--- config.mk ---
export PLATFORM = sky130hd
export DESIGN_NAME = spi_wb_bridge_slave
export DESIGN_NICKNAME = d
export VERILOG_FILES = /design/src/rtl/spi_wb_bridge_slave.sv
export SDC_FILE = /design/constraint.sdc
export NUM_CORES = 1
export LEC_CHECK = 0
export BUFFER_PORTS_ARGS = -buffer_cell sky130_fd_sc_hd__buf_2
export CELL_PAD_IN_SITES_DETAIL_PLACEMENT = 2
export CELL_PAD_IN_SITES_GLOBAL_PLACEMENT = 2
export CORE_ASPECT_RATIO = 1.4
export CORE_MARGIN = 1.5
export CORE_UTILIZATION = 35
export DETAILED_ROUTE_END_ITERATION = 7
export PLACE_DENSITY = 0.78
export SYNTH_ARGS = -nofsm -noshare
export SYNTH_HDL_FRONTEND = slang
export SYNTH_SLANG_ARGS = --single-unit
--- constraint.sdc ---
create_clock -name i_clk -period 2.25 [get_ports i_clk]
set_input_delay 0.45 -clock i_clk [delete_from_list [all_inputs] [get_ports i_clk]]
set_output_delay 0.45 -clock i_clk [all_outputs]
set_load 0.05 [all_outputs]
--- src/rtl/spi_wb_bridge_slave.sv ---
// spi_wb_bridge_slave: SPI mode-0 slave that turns each command frame into one 32-bit Wishbone classic cycle
module spi_wb_bridge_slave #(
    parameter logic [7:0] CMD_READ   = 8'hA1,
    parameter logic [7:0] CMD_WRITE  = 8'hA2,
    parameter logic [7:0] RESP_OK    = 8'hA3,
    parameter logic [7:0] RESP_ERR   = 8'hA4,
    parameter int         WB_TIMEOUT = 255
) (
    input  logic        i_clk,
    input  logic        i_rst_n,
    input  logic        i_spi_clk,
    input  logic        i_spi_cs_n,
    input  logic        i_spi_mosi,
    output logic        o_spi_miso,
    output logic [31:0] o_wb_adr,
    output logic [31:0] o_wb_dat,
    input  logic [31:0] i_wb_dat,
    output logic        o_wb_we,
    output logic [3:0]  o_wb_sel,
    output logic        o_wb_cyc,
    output logic        o_wb_stb,
    input  logic        i_wb_ack,
    input  logic        i_wb_err
);
    localparam int TW = $clog2(WB_TIMEOUT + 1);

    typedef enum logic [2:0] {IDLE, CMD, ADDR, WDATA, WB_READ, WB_WRITE, RESP, IGNORE} state_t;

    state_t          state, state_nxt;
    logic [2:0]      sclk_s, cs_s;
    logic [1:0]      mosi_s;
    logic            rise, fall, cs_fall, cs_rise, in_frame, rx_done;
    logic            start, done, timeout, is_write, own, resp_ok;
    logic [2:0]      bit_cnt, resp_idx;
    logic [1:0]      byte_cnt;
    logic [6:0]      rx_shift;
    logic [7:0]      rx_byte, tx_shift, resp_byte;
    logic [31:0]     adr_shift, dat_shift, rd_data;
    logic [TW-1:0]   tmo_cnt;

    assign rise      = sclk_s[1] & ~sclk_s[2];
    assign fall      = ~sclk_s[1] & sclk_s[2];
    assign cs_fall   = ~cs_s[1] & cs_s[2];
    assign cs_rise   = cs_s[1] & ~cs_s[2];
    assign in_frame  = state != IDLE;
    assign rx_done   = rise && in_frame && bit_cnt == 3'd7;
    assign rx_byte   = {rx_shift, mosi_s[1]};
    assign timeout   = tmo_cnt == TW'(WB_TIMEOUT - 1);
    assign done      = o_wb_cyc && own && (i_wb_ack || i_wb_err || timeout);
    assign start     = (state == WB_READ || state == WB_WRITE) && !o_wb_cyc && !cs_rise;
    assign o_spi_miso = tx_shift[7];
    assign resp_byte = resp_idx == 3'd0 ? (resp_ok ? RESP_OK : RESP_ERR) :
                       resp_idx == 3'd1 ? rd_data[7:0] :
                       resp_idx == 3'd2 ? rd_data[15:8] :
                       resp_idx == 3'd3 ? rd_data[23:16] : rd_data[31:24];

    always_ff @(posedge i_clk or negedge i_rst_n) begin
        if (!i_rst_n) begin
            sclk_s <= '0;
            cs_s   <= '0;
            mosi_s <= '0;
        end else begin
            sclk_s <= {sclk_s[1:0], i_spi_clk};
            cs_s   <= {cs_s[1:0], i_spi_cs_n};
            mosi_s <= {mosi_s[0], i_spi_mosi};
        end
    end

    always_ff @(posedge i_clk or negedge i_rst_n) begin
        if (!i_rst_n) state <= IDLE;
        else          state <= state_nxt;
    end

    always_comb begin
        state_nxt = state;
        case (state)
            IDLE:     state_nxt = cs_fall ? CMD : IDLE;
            CMD:      if (rx_done) state_nxt = (rx_byte == CMD_READ || rx_byte == CMD_WRITE) ? ADDR : IGNORE;
            ADDR:     if (rx_done && byte_cnt == 2'd3) state_nxt = is_write ? WDATA : WB_READ;
            WDATA:    if (rx_done && byte_cnt == 2'd3) state_nxt = WB_WRITE;
            WB_READ:  if (done) state_nxt = RESP;
            WB_WRITE: if (done) state_nxt = IGNORE;
            RESP:     if (rx_done && resp_idx == 3'd5) state_nxt = IGNORE;
            default:  state_nxt = state;
        endcase
        if (cs_rise) state_nxt = IDLE;
    end

    always_ff @(posedge i_clk or negedge i_rst_n) begin
        if (!i_rst_n) begin
            bit_cnt   <= '0;
            byte_cnt  <= '0;
            rx_shift  <= '0;
            is_write  <= 1'b0;
            adr_shift <= '0;
            dat_shift <= '0;
        end else if (cs_rise || !in_frame) begin
            bit_cnt  <= '0;
            byte_cnt <= '0;
        end else if (rise) begin
            bit_cnt  <= bit_cnt + 3'd1;
            rx_shift <= rx_byte[6:0];
            if (rx_done) begin
                if (state == CMD)   is_write  <= rx_byte == CMD_WRITE;
                if (state == ADDR)  adr_shift <= {adr_shift[23:0], rx_byte};
                if (state == WDATA) dat_shift <= {rx_byte, dat_shift[31:8]};
                if (state == ADDR || state == WDATA) byte_cnt <= byte_cnt + 2'd1;
            end
        end
    end

    // Next byte is loaded on the falling edge that ends the previous byte; its content is fixed then
    always_ff @(posedge i_clk or negedge i_rst_n) begin
        if (!i_rst_n) begin
            tx_shift <= '0;
            resp_idx <= '0;
        end else if (cs_rise || !in_frame) begin
            tx_shift <= '0;
            resp_idx <= '0;
        end else if (fall) begin
            if (bit_cnt != 3'd0) begin
                tx_shift <= {tx_shift[6:0], 1'b0};
            end else if (state == RESP) begin
                tx_shift <= resp_byte;
                resp_idx <= resp_idx + 3'd1;
            end else begin
                tx_shift <= '0;
            end
        end
    end

    // A cycle orphaned by CS rising still runs to completion, but own=0 keeps its result away from the FSM
    always_ff @(posedge i_clk or negedge i_rst_n) begin
        if (!i_rst_n) begin
            o_wb_cyc <= 1'b0;
            o_wb_stb <= 1'b0;
            o_wb_we  <= 1'b0;
            o_wb_sel <= '0;
            o_wb_adr <= '0;
            o_wb_dat <= '0;
            own      <= 1'b0;
            resp_ok  <= 1'b0;
            rd_data  <= '0;
            tmo_cnt  <= '0;
        end else if (start) begin
            o_wb_cyc <= 1'b1;
            o_wb_stb <= 1'b1;
            o_wb_we  <= state == WB_WRITE;
            o_wb_sel <= 4'hF;
            o_wb_adr <= adr_shift;
            o_wb_dat <= dat_shift;
            own      <= 1'b1;
            tmo_cnt  <= '0;
        end else if (o_wb_cyc) begin
            if (i_wb_ack || i_wb_err || timeout) begin
                o_wb_cyc <= 1'b0;
                o_wb_stb <= 1'b0;
                o_wb_we  <= 1'b0;
                o_wb_sel <= '0;
                own      <= 1'b0;
                resp_ok  <= i_wb_ack && !i_wb_err;
                rd_data  <= (i_wb_ack && !i_wb_err) ? i_wb_dat : '0;
            end else begin
                tmo_cnt <= tmo_cnt + TW'(1);
                if (cs_rise) own <= 1'b0;
            end
        end
    end
endmodule

==> results.ini <==
[critical_path]
crit_fanout=32
worstRegToRegCells=4
endpoint_kind=register
r2r-end=adr_shift[16]
cpPeakStageDelay_ps=660
cp.arrival_ps=2490
critPathSlowestCell=dfrtp_1
r2r_start=state[1]
required_ps=2640
cpLargestDelayFamily=simple AND/OR/NAND/NOR gates
critical_path_buf_inv_count=1
startpoint_type=register
reg2reg_slack_ps=140
criticalPathCategory=register to register
critical_path.cell_chain=nand2b_1 > or4_4 > buf_12 > mux2_4

[synth]
synth_flop_cell=dfrtp_1
syn_nets=665
yosysUniqueCellTypes=55
synth_top_area_share_pct=59.8
netlist_instances=615
synth_edf_count=0
syn_area_um2=8710
yosys_warnings=0
ys_async_sr_fraction_pct=100
yosys-top-cells-area=dfrtp_1 60%, mux2_2 14%, mux2_4 5.2%, a22o_1 3.2%, ha_1 1.6%
syn_area_per_cell_um2=14.2
synth_common_cells=208 x dfrtp_1, 106 x mux2_2, 32 x a22o_1, 30 x mux2_4, 26 x nor2_1
ys_seq_area_share_pct=59.8
ys_seq_elements=208
yosysTopAreaCell=dfrtp_1
synth.most_common_cell=dfrtp_1

[power_and_ir_drop]
total_power_mw=10.7
peakVddDrop_uv=614
p_leak_nw=5.35
p_per_area_nw_per_um2=1010

[cts]
cts_buffer_depth=3
cts_buffers=23
cts-root-buf=clkbuf_16
clk_latency_ps=510
cts-htree-levels=1
cts.clk_slew.worst_paths_ps=60
cts_tree=yes
cts.sinks=208

[worst_hold_path]
hold_class=input port to register
hp-start=i_spi_mosi
hold_path_end=mosi_s[0]
holdPathStages=1

[final_layout]
post-route-cell-area_um2=10500
final_util_pct=42.7
areaGrowthSynthToFinish_pct=20.7
antenna_cells=0
nets=783
drive_gt1_share_pct=42.5

[sta]
hold_ws_ps=51.7
fin_skew_ps=12.7
relSlewSlack_pct=62.6
rsz0062_at_grt=false
fin_crit_ps=2110
final_hold_viol_count=0
fin_setup_tns_ps=0
setup_viol=0
worst_pin_slew_ps=553
fmax_mhz=474
timing.final.crit_share_pct=93.7
slew_violations=0

[floorplan]
rows=68
core-area_um2=24600
die_width_um=136
start_util_pct=35.4
die_h_um=190
num_io_pins=111
fp.dieArea_um2=25800

[route]
dr.pass1.iters=6
totalWireLength_mm=21.7
drt_iter0_drc=172
vias=5464
antenna_left=0
wl_per_cell_um=20.4
drc=0
vias_per_cell=5.14

[place]
routabilityCongestion=0.788
port_buffers=110
dpl-instance-area_um2=9680
dp_hpwl_mm=14.7

[job]
max_cap_viol_count=0

[status]
outcome=finished clean

[global_route]
antenna_found_initial=0
grt_pass1_wl_mm=35.5
grt_max_degree=51
grt_pass1_vias=6367
grt.total_usage_pct=17.4
grt-ovfl-total=0

-- layer usage --
layer	track usage (%)	part of all wire (%)	up-vias	wire length [µm]
met5	0	0	-	0
met4	5.36	2.9	0	621
met3	2.77	3.7	44	795
met2	33.4	56	110	12200
met1	19.1	37	2866	8150
li1	-	-	2444	-
-- worst reg2reg max path, stage by stage (launching register included) --
cell and delay (ps):
dfrtp_1 660, nand2b_1 270, or4_4 500, buf_12 210
mux2_4 350
-- flip-flops by register name, summed over array words and instances, names as in the netlist, 2 cells and up --
register,flops
dat_shift,32
bit_cnt,3
state,3
rx_shift,7
cs_s,3
rd_data,32
mosi_s,2
o_wb_dat,32
tx_shift,8
tmo_cnt,8
adr_shift,32
resp_idx,3
byte_cnt,2
sclk_s,3
o_wb_adr,32
-- through the flow --
step	std cells	setup slack, ps
3_3_place_gp	1020	278
5_1_grt	1064	35.5
4_1_cts	1062	130
3_5_place_dp	1020	168
6_report	1064	142
2_1_floorplan	615	307
-- power by group --
group          switching [mW]  internal [mW]  leakage (nW)  total (mW)
Clock                    1.57           2.44         0.390        4.01
Sequential              0.428           4.16          2.84        4.59
Combinational            1.21          0.847          2.12        2.06
Total                    3.21           7.46          5.35        10.7
-- repair_timing --
| action | CTS | global route |
|---|---|---|
| resized for setup | 0 | 1 |
| hold buffers | 1 | 0 |
| endpoints found under the setup margin | 0 | 4 |
| setup buffers | 0 | 2 |
| hold endpoints to repair | 43 | 0 |
-- cell usage in the layout (no fill, tap or decap), drive strengths merged, types with 2 or more instances in the layout --
cell,instances
a211oi,6
a21o,2
a21oi,12
a221oi,2
a22o,32
a22oi,6
a31oi,2
a32oi,2
and3,2
buf,129
bufinv,4
clkbuf,30
clkinv,4
clkinvlp,2
dfrtp,208
ha,11
inv,14
mux2,137
mux2i,12
nand2,15
nand2b,10
nand3,5
nand4,3
nand4b,2
nor2,27
nor2b,7
nor3,8
nor3b,2
nor4,2
nor4b,3
o211ai,2
o21ai,14
o22ai,6
or2,3
xnor2,3
xor2,6
-- logic make-up after synthesis --
kind of cell	count (synthesis)	share of synthesized area (%)
compound gates	93	7.98
xor+xnor	9	0.905
fa+ha+maj	11	1.58
buf+inv	50	3.10
flops	208	59.8
mux	149	20.4
simple gates	95	6.27
-- layout make-up --
class,count,area [µm²]
timing repair buffer,131,807
tap,315,394
fill,2388,14100
inverter,12,45.0
clock inverter,12,173
sequential,208,5200
multi-input combinational,357,3260
clock buffer,29,628
-- how the worst max path moves through the flow --
| stage | slack, ps | depth (start not counted) | from | end |
|---|---|---|---|---|
| after global placement | 280 | 6 | bit_cnt[1] | adr_shift[30] |
| after global routing | 40 | 7 | resp_idx[1] | tx_shift[5] |
| after floorplan | 310 | 7 | bit_cnt[1] | adr_shift[10] |
| after detailed placement | 170 | 7 | tmo_cnt[0] | state[0] |
| after CTS | 130 | 6 | bit_cnt[1] | adr_shift[28] |
| final | 140 | 4 | state[1] | adr_shift[16] |
No activity file was read; power rests on OpenSTA's default activity.
